## src/rtl/dbus_pkg.sv

```systemverilog
// Shared types and helpers for the uncached data-bus responder.
package dbus_pkg;

    localparam int DBUS_AW = 32;
    localparam int DBUS_DW = 32;

    typedef enum logic [1:0] {
        BYTE = 2'd0,
        HALF = 2'd1,
        WORD = 2'd2
    } dbus_size_t;

    typedef struct packed {
        logic               write;
        dbus_size_t         size;
        logic [DBUS_AW-1:0] addr;
        logic [DBUS_DW-1:0] wdata;
        logic               kill;
    } dbus_entry_t;

    // Byte enables for a lane-aligned access; the unused size code is treated as a word.
    function automatic logic [3:0] gen_wstrb(input dbus_size_t size, input logic [1:0] addr_lo);
        logic [3:0] strb;
        case (size)
            BYTE:    strb = 4'b0001 << addr_lo;
            HALF:    strb = 4'b0011 << {addr_lo[1], 1'b0};
            default: strb = 4'b1111;
        endcase
        return strb;
    endfunction

endpackage

```

## src/rtl/dbus_req_fifo.sv

```systemverilog
// In-order request buffer with three pointers: head (oldest awaiting completion),
// issue (next to send downstream) and tail (next free slot), plus per-entry kill bits.
module dbus_req_fifo
    import dbus_pkg::*;
#(
    parameter int DEPTH = 4
) (
    input  logic        clk,
    input  logic        resetn,
    input  logic        i_flush,
    input  logic        i_push,
    input  dbus_entry_t i_push_entry,
    input  logic        i_issue_ack,
    input  logic        i_retire,
    output logic        o_full,
    output logic        o_issue_valid,
    output logic        o_outstanding,
    output dbus_entry_t o_issue_entry,
    output dbus_entry_t o_head_entry
);

    localparam int IW = $clog2(DEPTH);
    localparam int PW = IW + 1;

    logic [PW-1:0] r_head;
    logic [PW-1:0] r_issue;
    logic [PW-1:0] r_tail;
    logic          r_flush_d;
    dbus_entry_t   r_mem [DEPTH];

    logic [PW-1:0]    w_used;
    logic [PW-1:0]    w_unissued_cnt;
    logic [DEPTH-1:0] w_live;
    logic [DEPTH-1:0] w_unissued;
    logic             w_issue_pend;
    logic             w_skip;
    logic [IW-1:0]    w_wr_idx;

    assign w_used         = r_tail - r_head;
    assign w_unissued_cnt = r_tail - r_issue;
    assign w_issue_pend   = (r_issue != r_tail);
    assign o_full         = (w_used == PW'(DEPTH));
    assign o_outstanding  = (r_head != r_issue);
    assign o_issue_entry  = r_mem[r_issue[IW-1:0]];
    assign o_head_entry   = r_mem[r_head[IW-1:0]];
    assign o_issue_valid  = w_issue_pend & ~o_issue_entry.kill;

    // The cycle after a flush, tail is pulled back to issue, so a new push lands at issue.
    assign w_wr_idx = r_flush_d ? r_issue[IW-1:0] : r_tail[IW-1:0];

    // Killed unissued entries are stepped over; not during the tail pull-back cycle,
    // where they are dropped wholesale instead.
    assign w_skip = w_issue_pend & o_issue_entry.kill & ~r_flush_d;

    // Slot membership in the live window [head, tail) and the unissued window [issue, tail).
    always_comb begin
        w_live     = '0;
        w_unissued = '0;
        for (int i = 0; i < DEPTH; i++) begin
            w_live[i]     = {1'b0, IW'(i) - r_head[IW-1:0]}  < w_used;
            w_unissued[i] = {1'b0, IW'(i) - r_issue[IW-1:0]} < w_unissued_cnt;
        end
    end

    // Pointer, kill-bit and storage update.
    always_ff @(posedge clk or negedge resetn) begin
        if (!resetn) begin
            r_head    <= '0;
            r_issue   <= '0;
            r_tail    <= '0;
            r_flush_d <= 1'b0;
            for (int i = 0; i < DEPTH; i++) begin
                r_mem[i] <= '0;
            end
        end else begin
            r_flush_d <= i_flush;
            for (int i = 0; i < DEPTH; i++) begin
                if (i_flush && w_live[i]) begin
                    r_mem[i].kill <= 1'b1;
                end
                if (r_flush_d && w_unissued[i]) begin
                    r_mem[i].kill <= 1'b0;
                end
            end
            if (i_push) begin
                r_mem[w_wr_idx] <= i_push_entry;
            end
            if (r_flush_d) begin
                r_tail <= r_issue + PW'(i_push);
            end else begin
                r_tail <= r_tail + PW'(i_push);
            end
            if (i_issue_ack || w_skip) begin
                r_issue <= r_issue + 1'b1;
            end
            if (i_retire) begin
                r_head <= r_head + 1'b1;
            end
        end
    end

endmodule

```

## src/rtl/dbus_uncached_responder.sv

```systemverilog
// Uncached data-bus responder: buffers commit-stage requests, replays them in order
// on a single-outstanding-address memory port and returns in-order responses.
module dbus_uncached_responder
    import dbus_pkg::*;
#(
    parameter int DEPTH = 4,
    parameter int AW    = 32,
    parameter int DW    = 32
) (
    input  logic          clk,
    input  logic          resetn,
    input  logic          flush,
    input  logic          req_valid,
    input  logic          req_write,
    input  logic [1:0]    req_size,
    input  logic [AW-1:0] req_addr,
    input  logic [DW-1:0] req_wdata,
    output logic          req_addr_ok,
    output logic          resp_data_ok,
    output logic [DW-1:0] resp_rdata,
    output logic          mem_req,
    output logic          mem_wr,
    output logic [1:0]    mem_size,
    output logic [AW-1:0] mem_addr,
    output logic [3:0]    mem_wstrb,
    output logic [DW-1:0] mem_wdata,
    input  logic          mem_addr_ok,
    input  logic          mem_data_ok,
    input  logic [DW-1:0] mem_rdata
);

    logic          r_alive;
    logic          r_resp_valid;
    logic [DW-1:0] r_resp_rdata;

    logic          w_full;
    logic          w_push;
    logic          w_issue_valid;
    logic          w_outstanding;
    logic          w_retire;
    logic          w_respond;
    dbus_entry_t   w_push_entry;
    dbus_entry_t   w_issue;
    dbus_entry_t   w_head;

    // Request acceptance; r_alive keeps addr_ok low while in reset.
    assign req_addr_ok = r_alive & ~w_full & ~flush;
    assign w_push      = req_valid & req_addr_ok;

    always_comb begin
        w_push_entry       = '0;
        w_push_entry.write = req_write;
        w_push_entry.size  = dbus_size_t'(req_size);
        w_push_entry.addr  = DBUS_AW'(req_addr);
        w_push_entry.wdata = DBUS_DW'(req_wdata);
        w_push_entry.kill  = 1'b0;
    end

    dbus_req_fifo #(
        .DEPTH(DEPTH)
    ) u_fifo (
        .clk           (clk),
        .resetn        (resetn),
        .i_flush       (flush),
        .i_push        (w_push),
        .i_push_entry  (w_push_entry),
        .i_issue_ack   (mem_req & mem_addr_ok),
        .i_retire      (w_retire),
        .o_full        (w_full),
        .o_issue_valid (w_issue_valid),
        .o_outstanding (w_outstanding),
        .o_issue_entry (w_issue),
        .o_head_entry  (w_head)
    );

    // No new downstream request is launched in a flush cycle, since its entry is being killed.
    assign mem_req   = w_issue_valid & ~flush;
    assign mem_wr    = mem_req & w_issue.write;
    assign mem_size  = mem_req ? w_issue.size : 2'b00;
    assign mem_addr  = mem_req ? AW'(w_issue.addr) : '0;
    assign mem_wstrb = mem_req ? gen_wstrb(w_issue.size, w_issue.addr[1:0]) : 4'b0000;
    assign mem_wdata = mem_req ? DW'(w_issue.wdata) : '0;

    // A completion with nothing issued is ignored; a flush in the same cycle kills the retiring entry.
    assign w_retire  = mem_data_ok & w_outstanding;
    assign w_respond = w_retire & ~w_head.kill & ~flush;

    assign resp_data_ok = r_resp_valid;
    assign resp_rdata   = r_resp_rdata;

    // Response register: one-cycle pulse, load data captured, stores return zero.
    always_ff @(posedge clk or negedge resetn) begin
        if (!resetn) begin
            r_alive      <= 1'b0;
            r_resp_valid <= 1'b0;
            r_resp_rdata <= '0;
        end else begin
            r_alive      <= 1'b1;
            r_resp_valid <= w_respond;
            if (w_respond) begin
                r_resp_rdata <= w_head.write ? '0 : mem_rdata;
            end
        end
    end

    a_data_ok_outstanding: assert property (@(posedge clk) disable iff (!resetn)
        mem_data_ok |-> w_outstanding);

endmodule

```

## config.mk

```make
export PLATFORM = sky130hd
export DESIGN_NAME = dbus_uncached_responder
export DESIGN_NICKNAME = d
export VERILOG_FILES = /design/src/rtl/dbus_pkg.sv /design/src/rtl/dbus_req_fifo.sv /design/src/rtl/dbus_uncached_responder.sv
export SDC_FILE = /design/constraint.sdc
export NUM_CORES = 1
export LEC_CHECK = 0
export CELL_PAD_IN_SITES_DETAIL_PLACEMENT = 1
export CELL_PAD_IN_SITES_GLOBAL_PLACEMENT = 1
export CORE_MARGIN = 1.5
export CORE_UTILIZATION = 46
export CTS_CLUSTER_DIAMETER = 80
export DETAILED_ROUTE_END_ITERATION = 16
export PLACE_DENSITY_LB_ADDON = 0.1
export SYNTH_ARGS = -nofsm -noshare
export SYNTH_HDL_FRONTEND = slang
export SYNTH_SLANG_ARGS = --single-unit
```

## constraint.sdc

```tcl
create_clock -name clk -period 4.9 [get_ports clk]
set_input_delay 0.98 -clock clk [delete_from_list [all_inputs] [get_ports clk]]
set_output_delay 0.98 -clock clk [all_outputs]
set_load 0.01 [all_outputs]
```

* Yosys cells after proc, flatten, opt, wreduce, memory -nomap -nowiden
Cells that the tools add are included.
Cells by class: add/sub/neg operators 14, $mul 0, div/mod/pow operators 0, $lt $le $gt $ge 12, equality and inequality tests 4, shift-type cells 2, muxes and demuxes 26, bitwise gates (word level) 20, reductions and logical operators 11
Operators by type and width (count):
- 2-to-1 mux 68 bit | 5
- binary-select mux 68 bit (select 2 bit) | 2
- bitwise mux 272 bit | 1
- 2-to-1 mux 205 bit | 1
- demux 68 bit (select 2 bit) | 1
- 2-to-1 mux 32 bit | 3
- less-than comparator 2 x 3 -> 1 bit | 8
- AND 1 bit | 12
- >= comparator 3 bit (second input constant) | 3
- logical AND 1 bit | 9
- inverter 2 -> 3 bit | 3
- 2-to-1 mux 1 bit | 8
- one-hot mux 4 bit (2 select lines) | 1
- subtractor 1 x 2 -> 2 bit (first input constant) | 4
- subtractor 2 bit (first input constant) | 4
- adder 3 x 1 -> 3 bit | 2
- adder 3 x 1 -> 3 bit (second input constant) | 2
- != test 3 bit | 2
- subtractor 3 bit | 2
- inverter 1 bit | 5
- 2-to-1 mux 2 bit | 2
- 2-to-1 mux 4 bit | 1
- left shift 1 x 2 -> 4 bit (first input constant) | 1
- left shift 2 x 2 -> 4 bit (first input constant) | 1
- other kinds (6) | 6
Storage, ports and cells: register bits 316, latch bits 0, memory bits (writable) 0, memory bits (read-only) 0, input bits 105, logic and storage cells 116, memories kept 0

* Depth between registers and ports, before layout
depth after elaboration 9, gate-level depth with buffers 12

* By module
Synthesis repeated with hierarchy kept, for this count alone.
Second synthesis, totals: cell total of the unflattened synthesis 1076, area total of the unflattened synthesis 16517.1 um^2
By module, submodules not included:
- dbus_req_fifo | instances 1, cells each 841, area each 14383.8 um^2, sequential area each 7056.8 um^2
- dbus_uncached_responder | instances 1, cells each 235, area each 2133.3 um^2, sequential area each 850.8 um^2

* Worst setup path before layout
OpenSTA, ideal clock, no wires.
path kind flip-flop to output port, start point register u_fifo.r_issue[1], end point output port mem_addr[13], arrival 2.849 ns, setup slack 1.071 ns, stages on the path, launching flop included 13, cell sequence dfrtp_1 > buf_2 > buf_1 > buf_1 > inv_1 > ha_1 > and3_1 > or3_1 > clkbuf_1 > inv_1 > buf_2 > clkbuf_2 > and2_1
On the way: word-level cells in the longest chain between the ends 8, elaborated cells between the ends (all ways) 9, those cells by class eq/ne (1); mux (4); bitwise (4)
RTL lines:
- start: declaration | line dbus_req_fifo.sv:26 | logic [PW-1:0] r_issue;
- start signal: assignment | line dbus_req_fifo.sv:94 | r_issue <= r_issue + 1'b1;
- inverter 2 -> 3 bit (implied by the code) | line dbus_req_fifo.sv:44 | assign o_issue_entry = r_mem[r_issue[IW-1:0]];
- binary-select mux 68 bit (select 2 bit) | line dbus_req_fifo.sv:44
- 2-to-1 mux 68 bit (implied by the code) (2 in a row) | line dbus_req_fifo.sv:44
- inverter 1 bit | line dbus_req_fifo.sv:46 | assign o_issue_valid = w_issue_pend & ~o_issue_entry.kill;
- AND 1 bit | line dbus_req_fifo.sv:46
- AND 1 bit | line dbus_uncached_responder.sv:77 | assign mem_req = w_issue_valid & ~flush;
- 2-to-1 mux 32 bit (*) | line dbus_uncached_responder.sv:80 | assign mem_addr = mem_req ? AW'(w_issue.addr) : '0;
- end: declaration | line dbus_uncached_responder.sv:24 | output logic [AW-1:0] mem_addr,
Every way passes the cells marked *; elsewhere a longest branch is shown, timed or not. The select of a mux whose other input is x is not followed.

* Final worst setup path
start point register u_fifo.r_issue[1], end point output port mem_size[0]
On the way: word-level cells in the longest chain between the ends 8, elaborated cells between the ends (all ways) 9, those cells by class eq/ne (1); mux (4); bitwise (4)
RTL lines:
- inverter 2 -> 3 bit (implied by the code) | line dbus_req_fifo.sv:44
- binary-select mux 68 bit (select 2 bit) | line dbus_req_fifo.sv:44
- 2-to-1 mux 68 bit (implied by the code) (2 in a row) | line dbus_req_fifo.sv:44
- inverter 1 bit | line dbus_req_fifo.sv:46
- AND 1 bit | line dbus_req_fifo.sv:46
- AND 1 bit | line dbus_uncached_responder.sv:77
- 2-to-1 mux 2 bit (*) | line dbus_uncached_responder.sv:79 | assign mem_size = mem_req ? w_issue.size : 2'b00;
- end: declaration | line dbus_uncached_responder.sv:23 | output logic [1:0] mem_size,
Marks and branches as above.

==> results_dict.tcl <==
set metrics [dict create \
    yosysUniqueCellTypes 40 \
    synth-warning-count 0 \
    placed_area_um2 17300 \
    drtPass1Iterations 4 \
    dieArea_um2 33200 \
    seq_area_frac_synth 0.535 \
    grt_pass1_vias 9907 \
    ys_top_cells_by_area "dfrtp_1 (53%), mux2_2 (20%), mux4_2 (11%)" \
    die-height_um 182 \
    vias_per_cell 5.45 \
    drt-total-wl_um 34100 \
    hp-class "flip-flop to flip-flop" \
    routed-wl-met3_um 1420 \
    fin_crit_ps 4560 \
    cap_violations 0 \
    num_rows 65 \
    reg2reg_setup_slack_ps 1210 \
    cts_made_buffers 37 \
    hpwl_um 21100 \
    route.detailed.drc 0 \
    yosysTopAreaCellShare 0.535 \
    place.gp.congestion 0.724 \
    whs_endpoint "u_fifo.r_mem[241]$_DFFE_PN0P_" \
    grt_pass1_wl_um 55300 \
    clock_path_buffers 3 \
    p_per_area_nw_per_um2 691 \
    path_clk_slew_ps 60 \
    routedLengthMet1_um 15300 \
    power_leakage_nw 8.07 \
    rsz0062_at_grt "false" \
    timing.fmax_ghz 0.219 \
    critPathMaxFanout 45 \
    clock_sinks 316 \
    synthToLayoutAreaGrowth_pct 24.9 \
    ff2ff_path_depth 8 \
    fin_crit_sh 0.930 \
    io_pins 211 \
    finalClockSkew_ps 17.7 \
    criticalPathCategory "flip-flop to output pin" \
    synth.avg_cell_area_um2 15.4 \
    vias 8645 \
    hold_viol_final 0 \
    post-cts-setup-buffers 0 \
    cts_tree "done" \
    mostFrequentLayoutCell "dfrtp_1" \
    antenna_left 0 \
    grt_antenna_before_repair 3 \
    cts-root-buf "clkbuf_16" \
    mostFrequentLayoutCells "dfrtp_1 (314), mux2_2 (262), clkdlybuf4s50_1 (209), mux4_2 (70), and2_1 (65)" \
    grt_overflow 0 \
    drive_gt1_frac 0.381 \
    r2r_end "u_fifo.r_mem[77]$_DFFE_PN0P_" \
    slew_violations 0 \
    end_kind "output pin" \
    outcome "finished clean" \
    ir_drop_mv 0.398 \
    io_buffers 210 \
    wl_met2_um 16800 \
    power_mw 12.8 \
    hold_start "u_fifo.r_mem[241]$_DFFE_PN0P_" \
    synth_cells 960 \
    worstSkewPairLatency_ps 500 \
    postLayoutCellArea_um2 18500 \
    ys_ff_latch 316 \
    fin_setup_tns_ps 0 \
    holdBufCountCts 0 \
    required_ps 3920 \
    core-area_um2 31600 \
    final_nets 1290 \
    r2r_start "u_fifo.r_head[0]$_DFFE_PN0P_" \
    synth_top_area_cell "dfrtp_1" \
    hold_depth 1 \
    wire_per_inst_um 21.5 \
    max_slew.worst_pin.slew_ps 991 \
    postLayoutCoreUtil 0.584 \
    cp.arrival_ps 3580 \
    fin_cells 1585 \
    grt_max_degree 124 \
    synth_fp_nets 1087 \
    initial_utilization 0.468 \
    post_cts_resized 0 \
    fp.dieW_um 182 \
    setup_viol_count_final 0 \
    top_layer "met5" \
    crit_path_start_kind "flip-flop" \
    grt_use_total 0.213 \
    synth_area_um2 14800 \
    dp_cells 1525 \
    slew_headroom 0.339 \
    drt_iter0_markers 392 \
    htreeDepth 2 \
]
registers in the layout, indices dropped and copies added, names as in the netlist:
signal and count:
r_alive 1, resp_data_ok 1, resp_rdata 32, u_fifo.r_flush_d 1, u_fifo.r_head 3, u_fifo.r_issue 3
u_fifo.r_mem 272, u_fifo.r_tail 3
worst max-delay path, stage by stage, from the launching register on:
cell and delay, ps:
dfrtp_4 610, inv_1 190, ha_1 320, and3_1 160, or3_1 450, inv_2 330
buf_12 270, and2_1 170, clkdlybuf4s50_1 550
layer usage:
layer,vias to the layer above,global-route usage
met5,-,0
met4,4,0.0542
met3,52,0.0363
met2,171,0.357
met1,4585,0.288
li1,3833,-
cells by family (layout without fill, tap and decap cells):
| group | after synthesis | in the layout | synth area share |
|---|---|---|---|
| XOR/XNOR | 11 | 11 | 0.00761 |
| flip-flops | 316 | 316 | 0.535 |
| AO/OA/AOI/OAI | 25 | 25 | 0.00964 |
| AND/OR/NAND/NOR | 128 | 128 | 0.0536 |
| multiplexers | 374 | 374 | 0.348 |
| other | 1 | 2 | 0.000254 |
| adder cells (fa/ha/maj) | 22 | 22 | 0.0196 |
| buffers and inverters | 83 | 305 | 0.0270 |
per-stage QoR:
stage	hold slack, ps	setup WS (ps)
finish	499	341
global route	512	159
CTS	501	89.6
detailed placement	488	585
global placement	481	686
floorplan	474	1070
cell usage after synthesis:
cell and n:
nand2_1 3, o21bai_1 1, xor3_2 1, mux2_4 38
nor2b_1 35, xor2_1 5, dfrtp_1 316, buf_2 30
clkbuf_1 19, nor2_1 8, fa_1 2, or3_1 2
buf_6 6, clkbuf_2 4, nand2b_1 2, and2_1 65
o21a_1 2, mux2i_2 1, a211oi_1 1, buf_1 5
nor3b_1 1, or4_1 2, nor3b_2 1, nand3_1 2
and3_1 3, xnor2_1 5, o31ai_1 1, nor3_1 1
inv_2 1, nand3b_1 1, ha_1 20, inv_1 18
mux4_2 70, a21oi_1 9, a21o_1 2, nor4_2 2
o21ai_0 9, conb_1 1, mux2_2 262, mux2i_1 3
power by group:
| group | switching, mW | internal [mW] | leakage (nW) |
|---|---|---|---|
| Combinational | 2.27 | 3.35 | 3.62 |
| Sequential | 0.734 | 3.87 | 3.90 |
| Clock | 1.02 | 1.54 | 0.552 |
layout make-up:
| cell class | instances | area [um^2] |
|---|---|---|
| clock inverters | 2 | 10.0 |
| clock buffers | 56 | 1110 |
| fillers | 2985 | 13200 |
| multi-input cells | 561 | 6510 |
| diodes | 1 | 2.50 |
| well taps | 402 | 503 |
| repair buffers | 228 | 2360 |
| flip-flops and latches | 316 | 7920 |
| inverters | 19 | 71.3 |
worst max path at each step:
stage | start | cells past startpoint | slack, ps | to
after floorplan | u_fifo.r_issue[1]$_DFFE_PN0P_ | 12 | 1070 | mem_addr[13]
after global placement | flush | 6 | 690 | mem_addr[14]
after detailed placement | flush | 6 | 580 | mem_size[0]
after CTS | u_fifo.r_issue[1]$_DFFE_PN0P_ | 8 | 90 | mem_size[0]
after global routing | u_fifo.r_issue[1]$_DFFE_PN0P_ | 8 | 160 | mem_size[0]
final | u_fifo.r_issue[1]$_DFFE_PN0P_ | 8 | 340 | mem_size[0]
No activity file was read; power rests on OpenSTA's default activity.
==> variant: new RTL, config.mk and constraints unchanged <==
Add an input register stage for `req_wdata`; this delays it by one clock. The other inputs are not delayed to match.
--- a/src/rtl/dbus_uncached_responder.sv
+++ b/src/rtl/dbus_uncached_responder.sv
@@ -31,2 +31,8 @@
 
+    logic [DW-1:0] req_wdata_q;
+
+    always_ff @(posedge clk) begin
+        req_wdata_q <= req_wdata;
+    end
+
     logic          r_alive;
@@ -54,3 +60,3 @@
         w_push_entry.addr  = DBUS_AW'(req_addr);
-        w_push_entry.wdata = DBUS_DW'(req_wdata);
+        w_push_entry.wdata = DBUS_DW'(req_wdata_q);
         w_push_entry.kill  = 1'b0;
Function: changed (a bounded check fails within 4 cycles, from zero or initial values and one cycle with resetn low).
==> variant against the original RTL <==
- setup slack better by 0.15 ns
- maximum frequency up 3.3%
- clock skew down 0.0022 ns
- area after synthesis up 4.3%
- sequential cell count up 32
- synthesized cell count up 3.3%
- register-to-register slack worse by 0.07 ns
- wire length up 0.63%
- via count up 3.2%
- clock power up 11%
- power up 4.0%
- sequential power up 5.4%
- cell area up 4.1%
- critical endpoint is now req_addr_ok
- largest power group unchanged
==> variant: results (changes against the original RTL) <==
Outcome
  – Outcome: finished, final reports clean (unchanged)

Detailed routing
  – Iter 0 DRT Violations: 347 (was 392)
  – WL/cell: 20.6 um (was 21.5 um)
  – Routed vias: 8921 (was 8645)
  – Drt total wl: 34400 um (was 34100 um)

Timing
  – Layout Skew: 0.0155 ns (was 0.0177 ns)
  – Hold_ws: 0.499 ns (about the same)
  – Slew Limit Headroom: 0.344 (was 0.339)

GRT
  – GRT Overall Usage: 0.207 (was 0.213)
  – Largest net degree at the start of global routing: 107 (was 124)
  – Global-route wire length before repair: 55600 um (was 55300 um)
  – Vias in the first global route: 9930 (was 9907)

Placed design
  – Post-DP HPWL: 21400 um (was 21100 um)
  – Placed insts: 1596 (was 1525)
  – Placement Setup Slack: 0.633 ns (was 0.585 ns)
  – Routability Congestion: 0.754 (was 0.724)

Final layout
  – Ratio of cells with drive above 1 in the final layout: 0.372 (was 0.381)
  – Final net count: 1321 (was 1290)
  – Antenna cells: 0 (was 1)
  – Layout Utilization: 0.587 (was 0.584)

Synthesis
  – Sequential share of the synthesized area: 0.554 (was 0.535)
  – Number of distinct library cells after synthesis: 41 (was 40)
  – Synthesized area per cell: 15.6 um^2 (was 15.4 um^2)
  – Top post-synthesis cells by area: dfrtp_1, mux2_2, mux4_2 (unchanged)

Min path
  – HP Start: u_fifo.r_mem[78] (was u_fifo.r_mem[241])
  – Hold EP: u_fifo.r_mem[78] (was u_fifo.r_mem[241])

Critical path
  – Largest fanout on the critical path: 8 (was 45)
  – Reg2Reg Capture Point: u_fifo.r_mem[120] (was u_fifo.r_mem[77])
  – Worst EP arrival: 3.43 ns (was 3.58 ns)
  – Delay-heaviest family, CP: simple AND/OR/NAND/NOR gates (was buffers and inverters)
  – Reg2Reg Setup Slack: 1.14 ns (was 1.21 ns)

Power and ir drop
  – P_leak: 0.00837 uW (was 0.00807 uW)
  – Cell-internal power: 9180 uW (was 8750 uW)
==> variant: cell types whose count changed in the layout (fill, tap and decap cells not counted), sizes merged <==
cell      unedited run  this run
dfxtp                0        32
clkbuf              56        59
clkinv               2         5
buf                 19        17
bufinv               0         2
clkinvlp             0         1
diode                1         0
inv                 19        20
==> variant: how the worst max path moves through the flow <==
| stage | from | cells after the start | slack, ns | end |
|---|---|---|---|---|
| 2_1_floorplan | u_fifo.r_issue[1] | 12 | 1.07 | mem_addr[13] |
| 3_3_place_gp | flush | 6 | 0.72 | mem_wdata[14] |
| 3_5_place_dp | flush | 6 | 0.63 | mem_wdata[27] |
| 4_1_cts | u_fifo.r_head[0] | 7 | 0.42 | req_addr_ok |
| 5_1_grt | u_fifo.r_head[0] | 7 | 0.33 | req_addr_ok |
| 6_report | u_fifo.r_head[0] | 7 | 0.49 | req_addr_ok |
==> variant: cell families (layout without fill, tap and decap cells) <==
kind of cell / Yosys count / count (layout) / share of synthesized area
multiplexers: 374 / 374 / 0.333
adder cells (fa/ha/maj): 22 / 22 / 0.0188
flip-flops: 348 / 348 / 0.554
AND/OR/NAND/NOR: 128 / 128 / 0.0514
XOR/XNOR: 11 / 11 / 0.00730
AO/OA/AOI/OAI: 25 / 25 / 0.00924
other: 1 / 1 / 0.000243
buffers and inverters: 83 / 313 / 0.0259
==> variant: power groups by stage <==
| stage | logic, uW | clock network (uW) | registers [uW] |
|---|---|---|---|
| 6_report | 5620 | 2820 | 4850 |
| 5_1_grt | 6140 | 3020 | 5020 |
| 4_1_cts | 5740 | 2910 | 4850 |
| 3_5_place_dp | 5700 | 0 | 4880 |
| 3_3_place_gp | 5550 | 0 | 4810 |
| 2_1_floorplan | 3780 | 0 | 4680 |
==> variant: worst register-to-register path, delay by kind of cell, from the launching register on <==
kind	cells	cell delay, ns
flops	1	0.57
xor+xnor	1	0.45
buf+inv	2	0.38
simple gates	2	1.27
fa+ha+maj	2	0.60
mux	1	0.38
==> variant: layout make-up <==
| class | instances | share of cell area |
|---|---|---|
| Tap cell | 442 | 0.0288 |
| Clock buffer | 59 | 0.0593 |
| Timing Repair Buffer | 226 | 0.120 |
| Inverter | 19 | 0.00371 |
| Multi-Input combinational cell | 561 | 0.338 |
| Clock inverter | 9 | 0.00527 |
| Sequential cell | 348 | 0.445 |
==> variant: routing by layer <==
metal | global-route usage | wire length, um | vias up
li1 | - | - | 3939
met1 | 0.279 | 15300 | 4747
met2 | 0.349 | 16700 | 189
met3 | 0.0395 | 1780 | 42
met4 | 0.0432 | 468 | 4
met5 | 0 | 26 | -
